## config.mk

```make
export PLATFORM = sky130hd
export DESIGN_NAME = ssd_scan_scheduler
export DESIGN_NICKNAME = d
export VERILOG_FILES = /design/src/rtl/ssd_scan_scheduler.sv
export SDC_FILE = /design/constraint.sdc
export NUM_CORES = 1
export LEC_CHECK = 0
export ABC_AREA = 1
export BUFFER_PORTS_ARGS = -buffer_cell sky130_fd_sc_hd__buf_2
export CORE_MARGIN = 1.5
export CORE_UTILIZATION = 25
export DETAILED_ROUTE_END_ITERATION = 6
export GPL_TIMING_DRIVEN = 0
export PLACE_DENSITY_LB_ADDON = 0.1
export SYNTH_ARGS = -nofsm -noshare
export SYNTH_HDL_FRONTEND = slang
export SYNTH_SLANG_ARGS = --single-unit
```

## constraint.sdc

```tcl
create_clock -name clk -period 4.45 [get_ports clk]
set_clock_uncertainty 0.15 [all_clocks]
set_input_delay 0.2225 -clock clk [delete_from_list [all_inputs] [get_ports clk]]
set_output_delay 0.2225 -clock clk [all_outputs]
set_load 0.02 [all_outputs]
```

## src/rtl/ssd_scan_scheduler.sv

```systemverilog
// Scan scheduler for an 8-digit multiplexed seven-segment display: per-slot blanking,
// two-requester content arbitration through one pending slot, frame-aligned commit.
module ssd_scan_scheduler #(
  parameter int CLK_HZ    = 100_000_000,
  parameter int DIGIT_HZ  = 8_000,
  parameter int BLANK_CYC = 100
) (
  input  logic        clk,
  input  logic        resetn,
  input  logic        req_a_valid,
  input  logic [31:0] req_a_data,
  input  logic [7:0]  req_a_dp,
  input  logic [7:0]  req_a_mask,
  output logic        req_a_ready,
  input  logic        req_b_valid,
  input  logic [31:0] req_b_data,
  input  logic [7:0]  req_b_dp,
  input  logic [7:0]  req_b_mask,
  output logic        req_b_ready,
  output logic        frame_start,
  output logic [2:0]  cur_digit,
  output logic [7:0]  an,
  output logic [6:0]  seg,
  output logic        dp
);
  localparam int DIV    = CLK_HZ / DIGIT_HZ;
  localparam int TICK_W = (DIV > 1) ? $clog2(DIV) : 1;
  localparam logic [TICK_W-1:0] TICK_LAST  = TICK_W'(DIV - 1);
  localparam logic [TICK_W-1:0] TICK_BLANK = TICK_W'(BLANK_CYC);

  if (DIV <= BLANK_CYC + 1) begin : gBadTiming
    $error("ssd_scan_scheduler: DIV must exceed BLANK_CYC+1");
  end

  logic [TICK_W-1:0] tick_p0;
  logic [2:0]        digit_p0;
  logic              frameEnd;
  logic              pendFull;
  logic [31:0]       pendData;
  logic [7:0]        pendDp;
  logic [7:0]        pendMask;
  logic [31:0]       actData;
  logic [7:0]        actDp;
  logic [7:0]        actMask;
  logic              acceptA;
  logic              acceptB;
  logic              litVld_p0;
  logic [3:0]        nibble_p0;

  function automatic logic [6:0] hex7(input logic [3:0] v);
    case (v)
      4'h0:    hex7 = 7'b1000000;
      4'h1:    hex7 = 7'b1111001;
      4'h2:    hex7 = 7'b0100100;
      4'h3:    hex7 = 7'b0110000;
      4'h4:    hex7 = 7'b0011001;
      4'h5:    hex7 = 7'b0010010;
      4'h6:    hex7 = 7'b0000010;
      4'h7:    hex7 = 7'b1111000;
      4'h8:    hex7 = 7'b0000000;
      4'h9:    hex7 = 7'b0010000;
      4'hA:    hex7 = 7'b0001000;
      4'hB:    hex7 = 7'b0000011;
      4'hC:    hex7 = 7'b1000110;
      4'hD:    hex7 = 7'b0100001;
      4'hE:    hex7 = 7'b0000110;
      default: hex7 = 7'b0001110;
    endcase
  endfunction

  assign frameEnd    = (tick_p0 == TICK_LAST) && (digit_p0 == 3'd7);
  assign req_a_ready = !pendFull;
  assign req_b_ready = !pendFull && !req_a_valid;
  assign acceptA     = req_a_valid && req_a_ready;
  assign acceptB     = req_b_valid && req_b_ready;
  assign cur_digit   = digit_p0;
  assign nibble_p0   = actData[{digit_p0, 2'b00} +: 4];
  assign litVld_p0   = (tick_p0 >= TICK_BLANK) && actMask[digit_p0];

  // Stage p0: slot tick and digit scan counters
  always_ff @(posedge clk or negedge resetn) begin
    if (!resetn) begin
      tick_p0  <= '0;
      digit_p0 <= 3'd0;
    end else if (tick_p0 == TICK_LAST) begin
      tick_p0  <= '0;
      digit_p0 <= digit_p0 + 3'd1;
    end else begin
      tick_p0  <= tick_p0 + 1'b1;
    end
  end

  // Commit and accept are exclusive: ready is low whenever a commit is possible.
  always_ff @(posedge clk or negedge resetn) begin
    if (!resetn) begin
      pendFull <= 1'b0;
      pendData <= '0;
      pendDp   <= '0;
      pendMask <= '0;
      actData  <= '0;
      actDp    <= '0;
      actMask  <= '0;
    end else if (frameEnd && pendFull) begin
      actData  <= pendData;
      actDp    <= pendDp;
      actMask  <= pendMask;
      pendFull <= 1'b0;
    end else if (acceptA) begin
      pendData <= req_a_data;
      pendDp   <= req_a_dp;
      pendMask <= req_a_mask;
      pendFull <= 1'b1;
    end else if (acceptB) begin
      pendData <= req_b_data;
      pendDp   <= req_b_dp;
      pendMask <= req_b_mask;
      pendFull <= 1'b1;
    end
  end

  // Stage p1: registered anode/cathode drive
  always_ff @(posedge clk or negedge resetn) begin
    if (!resetn) begin
      an          <= 8'hFF;
      seg         <= 7'h7F;
      dp          <= 1'b1;
      frame_start <= 1'b0;
    end else begin
      frame_start <= frameEnd;
      if (litVld_p0) begin
        an  <= ~(8'b1 << digit_p0);
        seg <= hex7(nibble_p0);
        dp  <= ~actDp[digit_p0];
      end else begin
        an  <= 8'hFF;
        seg <= 7'h7F;
        dp  <= 1'b1;
      end
    end
  end

endmodule
```

==> summary.md <==
The count of port buffers added during placement was 120. In the layout the commonest cells are nand2_1 (237), buf_2 (135), dfrtp_1 (115). Kind of capture point of the worst setup path: a flip-flop. The endpoint identified for the worst register-to-register timing path is pendData[8].

Setup repair after global routing left no endpoint under its margin. Setup slack on the critical path of the routed design comes to 1.73 ns. The number of antenna violations at the first check in global routing was 0; the maximum number of pins on one net before global-route repair was 90. After floorplanning, the core was sized to cover 24500 sq um. The tools report the worst flop-to-flop path startpoint as pendFull. The largest total area in the synthesized netlist belongs to dfrtp_1. At the worst endpoint, the required time is 4.59 ns. For this run the aggregate overflow at the end of global routing stands at 0. STA classifies the critical path startpoint as a flip-flop. The run gives 4.21 nW as the standby leakage power. For the post-synthesis instance total, the log shows 782. The synthesis-stage register bit count came out at 131. Type of the most critical hold path: in2async. The portion of synthesized cell area occupied by the leading cell type works out to 45.7%.

The depth of the most critical reg-to-reg path works out to 7. For the initial core utilization, the log shows 25.7%. The run gives 17 as the number of buffers created by CTS.

Once detail routing completed, the nets flagged for antenna violations numbered 0. The first-pass detailed-route iteration total came out at 4. The estimated wirelength of the detail-placed design is 14500 um, and the time the worst path needs with I/O delays and setup is 2.72 ns. The number of gates resized after CTS was 0.

For this design, the slowest cell found on the critical path is dlygate4sd3_1. Sequential cells were found to cover 52.3% of the synthesized design area. Summing internal, switching and leakage power gives 2.94 mW. For the worst-skew pair, the clock arrives at the later sink with an insertion delay of 0.42 ns. The area growth from synthesis to layout is 41.0%. The critical path goes through inv_2, nand2_1, o21ai_1, buf_2, buf_2, a31oi_1, dlygate4sd3_1. The via count of the first global-routing pass is 6293.

The run gives 16.4% as the total global-route track usage. The setup check on the worst reg-to-reg path leaves a slack of 1.73 ns. The critical path starts at pendFull. The routed length per placed instance is 15.1 um. The logs give 0.220 mV for the worst supply voltage drop on vdd and 0 for the final number of hold-violating endpoints. Buffer levels on the longest clock path: 2.

The count of final setup violators came out at 0. After detailed routing, the number of vias per cell comes to 4.42. The number of DRC violations after detailed routing is 0, and the count of yosys warnings during synthesis is 0. A synthesized cell averages 8.06 sq um. Yosys mapped a number of flops with a built-in enable equal to 0. The die is 162 um tall. The netlist uses 28 different library cells. The data arrival at the endpoint of the critical path is 2.86 ns, and the number of clock sinks is 131. Static timing analysis puts the maximum clock frequency at 0.368 GHz. The run finished with clean final reports. The worst setup path is of the reg2reg kind.

Across all hold checks on the routed design, the worst slack comes to 0.140 ns. The total wire length after detailed routing was 20600 um. In this run the worst setup path terminates at pendData[8]. The share of cells above drive strength 1 is 19.0%. In the post-synthesis netlist, the biggest area contributors are dfrtp_1 (46%), nand2_1 (14%), nand3_1 (8.3%).

Setup total negative slack on the finished layout was measured at 0 ns. After clock tree synthesis, the clock-pin slew on the worst setup and hold paths is 0.06 ns. For this run, asynchronously set or reset flops after synthesis account for 100%. For this run, the leading register cell type out of synthesis is dfrtp_1. CTS placed an instance of clkbuf_16 at the clock tree root. For this run, the slowest stage of the critical path takes 0.58 ns. The tools report the area of the mapped netlist as 6300 sq um. The row count came out at 57. Number of violations reported at the end of detailed-routing iteration 0: 260. Number of placed I/O pins: 122. In this run the tightest slew margin relative to its limit is 48.2%. Filler-free cell count of the finished design: 1357. TritonCTS built the clock tree.

The number of nets handed over by synthesis was 895. The run gives 1133 as the layout net count. The first global-routing pass estimated 33100 um of wire.

The horizontal die dimension is 162 um. The transition time of the tightest slew-check pin came out at 0.777 ns. Most repeated library cell on the critical path: buf_2. The die covers 26200 sq um. The end-of-flow core utilization was 36.2%. Prior to clock tree synthesis, the placed netlist has a worst setup slack of 1.95 ns. The run gives 5998 as the via count.

The repair_antennas step left the layout with diodes totalling 0. The tools report the max-slew violation count as 0. The fraction of the cycle the final worst path needs works out to 61.1%. CTS built an H-tree with a depth of 4. Dividing total power by cell area gives a power density of 331 nW/um^2.

In this run the cell area measured after placement is 7340 sq um. The routability-driven placement congestion ratio was 0.784. The logs give 1227 for the placed instance count and 0 for the max-cap check violation count. The final design area excluding fillers was 8890 sq um.

In this run the worst path has a maximum fanout of 10. Leaving out fill and tap cells, the most frequent cell in the layout is nand2_1.
[state kept, by name, indices dropped and copies added, names as in the netlist]
name and count:
an 8, actDp 8, cur_digit 3, actData 32, tick_p0 14, dp 1, pendFull 1, frame_start 1
pendDp 8, pendMask 8, pendData 32, actMask 8, seg 7
[synth_stat cells, drive strengths merged, types with 2 or more instances]
| cell | instances |
|---|---|
| a31oi | 48 |
| xor2 | 5 |
| buf | 24 |
| a21oi | 4 |
| nor3 | 8 |
| clkinv | 2 |
| nor2 | 76 |
| a32o | 2 |
| ha | 13 |
| o21ai | 37 |
| nand3 | 105 |
| o21bai | 2 |
| nand2 | 238 |
| clkbuf | 20 |
| nand4 | 2 |
| dfstp | 16 |
| dfrtp | 115 |
| inv | 63 |
[power breakdown]
part	total, mW	leakage [nW]	switching (mW)	internal [mW]
registers	1.30	1.63	0.0405	1.26
logic	0.291	2.31	0.108	0.184
clock network	1.35	0.276	0.553	0.797
[area by class of cell]
type                       instances  area (sq um)
buffer                            44           223
clock buffer                      20           457
sequential                       131          3300
tap                              324           405
clock inverter                    12           109
multi-input combinational        542          2540
fill                            2680         15600
timing repair buffer             219          1620
inverter                          65           244
[how the worst min path moves through the flow]
stage / from / endpoint / depth (start not counted)
detailed placement: resetn / tick_p0[9] / 1
global placement: pendMask[0] / actMask[0] / 2
CTS: resetn / tick_p0[9] / 2
global route: resetn / tick_p0[9] / 2
finish: resetn / tick_p0[9] / 2
floorplan: resetn / actData[0] / 0
[routing by layer]
layer	GRT usage, %	vias to the layer above	part of all wire, %
li1	-	3030	-
met1	22.1	2860	49
met2	27.1	102	47
met3	3.29	6	3.8
met4	3.92	0	0.68
met5	0	-	0
[repair_timing]
| action | 4_1_cts | 5_1_grt |
|---|---|---|
| setup buffers | 0 | 0 |
| endpoints found under the hold margin | 91 | 0 |
| hold buffers | 98 | 0 |
[cell families after synthesis]
kind of cell             synth area share, %
AO/OA/AOI/OAI                           8.70
XOR/XNOR                               0.695
adder cells (fa/ha/maj)                 2.58
buffers and inverters                   7.41
flip-flops                              52.3
AND/OR/NAND/NOR                         28.3
[worst max-delay path, delay by kind of cell (launching register included)]
| family | cells | cell delay [ns] |
|---|---|---|
| AO/OA/AOI/OAI | 2 | 0.50 |
| AND/OR/NAND/NOR | 1 | 0.13 |
| buffers and inverters | 4 | 1.40 |
| flip-flops | 1 | 0.41 |
Power figures use the tool's default switching activity.
